==> src/rtl/iter_rshift_pkg.sv <==
// Shared types and defaults for the iterative right shifter.
// Latency: n/a (declarations only).
// Backpressure: n/a.
package iter_rshift_pkg;

    localparam int DEF_WIDTH   = 32;
    localparam int DEF_SHAMT_W = 5;

    typedef enum logic [1:0] {
        IDLE  = 2'd0,
        SHIFT = 2'd1,
        DONE  = 2'd2
    } state_t;

endpackage

==> src/rtl/iter_rshift_if.sv <==
// Request/response bundle between the shifter and its requester.
// Latency: n/a (wires only).
// Backpressure: valid/ready on both the request and the result side.
interface iter_rshift_if
    import iter_rshift_pkg::*;
#(
    parameter int WIDTH   = DEF_WIDTH,
    parameter int SHAMT_W = DEF_SHAMT_W
);
    logic               in_valid;
    logic               in_ready;
    logic [WIDTH-1:0]   in_data;
    logic [SHAMT_W-1:0] in_shamt;
    logic               in_arith;
    logic               out_valid;
    logic               out_ready;
    logic [WIDTH-1:0]   out_data;
    logic               busy;

    // Requester side: offers operands, consumes results.
    modport master (
        output in_valid, in_data, in_shamt, in_arith, out_ready,
        input  in_ready, out_valid, out_data, busy
    );

    // Shifter side.
    modport slave (
        input  in_valid, in_data, in_shamt, in_arith, out_ready,
        output in_ready, out_valid, out_data, busy
    );
endinterface

==> src/rtl/iter_rshift_step.sv <==
// One combinational shift step: right by 1 or 2 with a supplied fill bit.
// Latency: combinational.
// Backpressure: none.
module rshift_step #(
    parameter int WIDTH = 32
) (
    input  logic [WIDTH-1:0] value,
    input  logic             fill,
    input  logic             two_bit,
    output logic [WIDTH-1:0] result
);

    logic [WIDTH+1:0] ext;

    // Prepend two fill bits, shift, keep the low WIDTH bits.
    always_comb begin
        ext    = {fill, fill, value};
        result = WIDTH'(ext >> (two_bit ? 2'd2 : 2'd1));
    end

endmodule

==> src/rtl/iter_rshift.sv <==
// Iterative logical/arithmetic right shifter, up to 2 bit positions per cycle.
// Latency: accept edge N -> out_valid in cycle N+1+ceil(shamt/2).
// Backpressure: result held in DONE until out_ready; no new request until back in IDLE.
module iter_rshift
    import iter_rshift_pkg::*;
#(
    parameter int WIDTH   = DEF_WIDTH,
    parameter int SHAMT_W = DEF_SHAMT_W
) (
    input  logic          clk,
    input  logic          rst_n,
    iter_rshift_if.slave  bus
);

    state_t             state_q, state_d;
    logic [WIDTH-1:0]   work_q, work_d;
    logic [SHAMT_W-1:0] rem_q, rem_d;
    logic               fill_q, fill_d;
    logic               in_ready_q, in_ready_d;
    logic               out_valid_q, out_valid_d;
    logic               busy_q, busy_d;

    logic               two_bit;
    logic [WIDTH-1:0]   step_out;

    assign two_bit = (rem_q >= SHAMT_W'(2));

    rshift_step #(.WIDTH(WIDTH)) u_step (
        .value   (work_q),
        .fill    (fill_q),
        .two_bit (two_bit),
        .result  (step_out)
    );

    // Next-state logic. The fill bit is captured once at accept so the
    // working register's MSB can change freely during the shift.
    always_comb begin
        state_d = state_q;
        work_d  = work_q;
        rem_d   = rem_q;
        fill_d  = fill_q;
        unique case (state_q)
            IDLE: begin
                if (bus.in_valid && in_ready_q) begin
                    work_d  = bus.in_data;
                    rem_d   = bus.in_shamt;
                    fill_d  = bus.in_arith & bus.in_data[WIDTH-1];
                    state_d = (bus.in_shamt == '0) ? DONE : SHIFT;
                end
            end
            SHIFT: begin
                work_d = step_out;
                rem_d  = two_bit ? (rem_q - SHAMT_W'(2)) : (rem_q - SHAMT_W'(1));
                if (rem_d == '0) begin
                    state_d = DONE;
                end
            end
            DONE: begin
                if (bus.out_ready) begin
                    state_d = IDLE;
                end
            end
            default: begin
                state_d = IDLE;
            end
        endcase
        // Outputs are registered copies decoded from the next state.
        in_ready_d  = (state_d == IDLE);
        out_valid_d = (state_d == DONE);
        busy_d      = (state_d != IDLE);
    end

    // State, datapath and registered outputs. in_ready resets low so the
    // unit only advertises readiness once reset has been released.
    always_ff @(posedge clk or negedge rst_n) begin
        if (!rst_n) begin
            state_q     <= IDLE;
            work_q      <= '0;
            rem_q       <= '0;
            fill_q      <= 1'b0;
            in_ready_q  <= 1'b0;
            out_valid_q <= 1'b0;
            busy_q      <= 1'b0;
        end else begin
            state_q     <= state_d;
            work_q      <= work_d;
            rem_q       <= rem_d;
            fill_q      <= fill_d;
            in_ready_q  <= in_ready_d;
            out_valid_q <= out_valid_d;
            busy_q      <= busy_d;
        end
    end

    assign bus.in_ready  = in_ready_q;
    assign bus.out_valid = out_valid_q;
    assign bus.out_data  = work_q;
    assign bus.busy      = busy_q;

endmodule

==> src/flat_wrapper.sv <==
// flat-port wrapper written by rule: the top's interface ports become plain ports
module iter_rshift_flat import iter_rshift_pkg::*;
#(
    parameter int WIDTH   = DEF_WIDTH,
    parameter int SHAMT_W = DEF_SHAMT_W
)
  (clk, rst_n, bus_in_valid, bus_in_data, bus_in_shamt, bus_in_arith, bus_out_ready, bus_in_ready, bus_out_valid, bus_out_data, bus_busy);
  iter_rshift_if #(.WIDTH(WIDTH), .SHAMT_W(SHAMT_W)) bus_i ();
  input  logic clk;
  input  logic rst_n;
  input wire logic [$bits(bus_i.in_valid)-1:0] bus_in_valid;
  input wire logic [$bits(bus_i.in_data)-1:0] bus_in_data;
  input wire logic [$bits(bus_i.in_shamt)-1:0] bus_in_shamt;
  input wire logic [$bits(bus_i.in_arith)-1:0] bus_in_arith;
  input wire logic [$bits(bus_i.out_ready)-1:0] bus_out_ready;
  output wire logic [$bits(bus_i.in_ready)-1:0] bus_in_ready;
  output wire logic [$bits(bus_i.out_valid)-1:0] bus_out_valid;
  output wire logic [$bits(bus_i.out_data)-1:0] bus_out_data;
  output wire logic [$bits(bus_i.busy)-1:0] bus_busy;
  assign bus_i.in_valid = bus_in_valid;
  assign bus_i.in_data = bus_in_data;
  assign bus_i.in_shamt = bus_in_shamt;
  assign bus_i.in_arith = bus_in_arith;
  assign bus_i.out_ready = bus_out_ready;
  assign bus_in_ready = bus_i.in_ready;
  assign bus_out_valid = bus_i.out_valid;
  assign bus_out_data = bus_i.out_data;
  assign bus_busy = bus_i.busy;
  iter_rshift #(.WIDTH(WIDTH), .SHAMT_W(SHAMT_W)) u_core (.clk(clk), .rst_n(rst_n), .bus(bus_i));
endmodule
==> config.mk <==
export PLATFORM = sky130hd
export DESIGN_NAME = iter_rshift_flat
export DESIGN_NICKNAME = d
export VERILOG_FILES = /design/src/rtl/iter_rshift_pkg.sv /design/src/rtl/iter_rshift_if.sv /design/src/rtl/iter_rshift_step.sv /design/src/rtl/iter_rshift.sv /design/src/flat_wrapper.sv
export SDC_FILE = /design/constraint.sdc
export NUM_CORES = 1
export LEC_CHECK = 0
export BUFFER_PORTS_ARGS = -buffer_cell sky130_fd_sc_hd__buf_4
export CORE_AREA = 2 2 72 74
export DETAILED_ROUTE_END_ITERATION = 10
export DIE_AREA = 0 0 74 76
export PLACE_DENSITY = 0.83
export SLEW_MARGIN = 30
export SYNTH_ARGS = -nofsm -noshare
export SYNTH_HDL_FRONTEND = slang
export SYNTH_SLANG_ARGS = --single-unit
export TNS_END_PERCENT = 30
==> constraint.sdc <==
create_clock -name clk -period 4.45 [get_ports clk]
set_input_delay 0.89 -clock clk [delete_from_list [all_inputs] [get_ports clk]]
set_output_delay 0.89 -clock clk [all_outputs]
set_load 0.05 [all_outputs]
==> impl_metrics.yaml <==
sta:
  worst_pin_slew_ns: 0.638
  grt_setup_unrepaired: "false"
  fin_skew_ns: 0.00672
  setup_viol: 0
  hold_viol: 0
  timing.final.ws_setup_ns: 2.15
  setup_tns_ns: 0
  slew_violations: 0
  max_slew_margin: 0.573
  period_share: 0.517
  layout_min_cycle_time_ns: 2.30
  fmax_mhz: 434
global_routing:
  antenna_found_initial: 0
  grt_pass1_vias: 2280
  grtUsageTotal: 0.239
  grt_max_degree: 44
  overflow: 0
  grt_pass1_wl_microns: 10700
yosys:
  synthCells: 300
  yosysMostFrequentCell: "dfrtp_1"
  syn-cell-area_sq_um: 2610
  synth_top_area_share: 0.412
  synth_common_cells: "43 x dfrtp_1, 38 x o21ai_0, 34 x nand2_1"
  synthFlopType: "dfrtp_1"
  synth-seq-area-share: 0.412
  yosys.area_share.adder: 0.0192
  synth-compound-area-share: 0.285
  yosys_warnings: 0
  syn_nets: 346
  synth_edf_count: 0
  synth_cell_types: 44
  yosysTopAreaCell: "dfrtp_1"
  synth.avg_cell_area_sq_um: 8.71
  synth_top_family_by_area: "compound AO/OA/AOI/OAI gates"
  ys_ff_latch: 43
  async_flop_share: 1.00
  synth-xor-area-share: 0.00670
  synthMuxAreaShare: 0.0153
  synth_simple_gate_area_frac: 0.192
  synth_area_leaders: "dfrtp_1 41%, a211oi_1 8.9%, and3_1 7.4%"
clock_tree:
  clock_latency_ns: 0.30
  cts.path.max_buffers: 2
  cts_tree: "done"
  h-tree-depth: 2
  cts_sinks: 43
  cts_hold_buffers: 0
  cts_resized: 0
  clockRootBuffer: "clkbuf_8"
  cts_setup_buffers: 0
  numCtsBuffers: 5
  clk_pin_slew_ns: 0.08
floorplanning:
  initial_core_util: 0.532
  dieArea_sq_um: 5620
  die_y_microns: 76
  rows: 26
  die_x_microns: 74
  core_area_sq_um: 4910
  ios: 77
cells_and_area:
  area_growth_pct: 24.0
  final_cells: 429
  nNetsFinal: 404
  diodes: 0
  drive_gt1_frac: 0.267
  nFillCells: 421
  regArea_sq_um: 1080
  multiInputGateArea_sq_um: 1360
worst_setup_path:
  crit_path_start_kind: "flip-flop"
  critPathKind: "flip-flop to flip-flop"
  worstPathCellList: "inv_1 -> ha_1 -> nor3b_4 -> buf_4 -> nand2_4 -> a211oi_1 -> o21ai_1"
  cp_max_fo: 39
  cp-end-kind: "flip-flop"
  required_ns: 4.63
  slowest_delay_ns: 0.48
  cp_slowest_cell: "dfrtp_1"
  critPathArrivalTime_ns: 2.48
job:
  maxCapViolations: 0
place:
  dp_cells: 421
  hpwl_microns: 4490
  routabilityCongestion: 0.936
  pre_cts_ws_ns: 2.03
  port_buffers: 76
detailed_routing:
  drt_pass1_iterations: 4
  postRouteAntennaNets: 0
  wirelength_microns: 6760
  vias: 2510
  vias_per_cell: 5.85
  drt-initial-drc-count: 215
  drc: 0
  wire_per_inst_microns: 15.8
status:
  status: "finished clean"
worst_hold_path:
  hold_class: "flip-flop to flip-flop"
==> cell type report <==
class / instances / area share
clock buffer: 8 / 0.0309
inverter: 6 / 0.00695
multi-input combinational: 223 / 0.420
sequential: 43 / 0.332
tap: 70 / 0.0270
timing repair buffer: 79 / 0.183
==> worst max-delay path, delay by kind of cell (launching register included) <==
kind / cells / cell delay [ns]
DFF: 1 / 0.48
and+or+nand+nor: 2 / 0.48
AOI/OAI and AO/OA: 2 / 0.48
buffers and inverters: 2 / 0.45
adders and majority gates: 1 / 0.28
==> placed cells by master (no fill, tap or decap), types with 3 or more instances in the layout <==
cell,instances
o211ai_1,4
o21ai_1,29
buf_4,79
clkbuf_8,7
a21oi_1,6
a211oi_1,31
and3_1,31
nand3_1,3
nand2_1,34
o21ai_0,38
nor2_1,4
nand4_1,3
ha_1,4
dfrtp_1,43
o2111ai_1,3
inv_1,6
mux2i_1,4
==> registers in the layout, summed over array words and instances (netlist names), named ones only <==
register              flops
u_core.bus.in_ready       1
u_core.state_q            2
u_core.bus.out_valid      1
u_core.bus.out_data      30
u_core.bus.busy           1
u_core.fill_q             1
u_core.rem_q              5
==> metrics by stage <==
step	area, sq um	hold WS, ns	util
3_5_place_dp	3140	0.487	0.639
4_1_cts	3240	0.505	0.660
2_1_floorplan	2610	0.469	-
3_3_place_gp	3140	0.475	0.639
5_1_grt	3240	0.541	0.660
6_report	3240	0.506	0.660
==> worst paths after layout <==
check	slack, ns	from	to	depth (start not counted)
setup / recovery	2.15	u_core.rem_q[2]$_DFFE_PN0P_	u_core.bus.out_data[29]$_DFFE_PN0P_	7
hold / removal	0.51	flip-flop	flip-flop	2
setup reg to reg	2.15	u_core.rem_q[2]$_DFFE_PN0P_	u_core.bus.out_data[29]$_DFFE_PN0P_	7
hold reg to reg	0.51	flip-flop	flip-flop	2
max in group asynchronous	3.48	rst_n	u_core.rem_q[3]$_DFFE_PN0P_	1
min in group asynchronous	0.57	rst_n	u_core.bus.out_data[30]$_DFFE_PN0P_	1
==> cells by family after synthesis <==
group,count (synthesis)
flops,43
mux,4
buf+inv,34
compound gates,122
fa+ha+maj,4
simple gates,91
xor+xnor,2
==> layer usage <==
metal	vias up	global-route usage	wire, microns
li1	1214	-	-
met1	1186	0.332	3000
met2	100	0.365	3160
met3	10	0.0661	496
met4	0	0.0691	102
met5	-	0	0
Power is left out: the tool's default activity adds up to more than one toggle a clock period on the data nets, which glitch-free logic cannot reach.
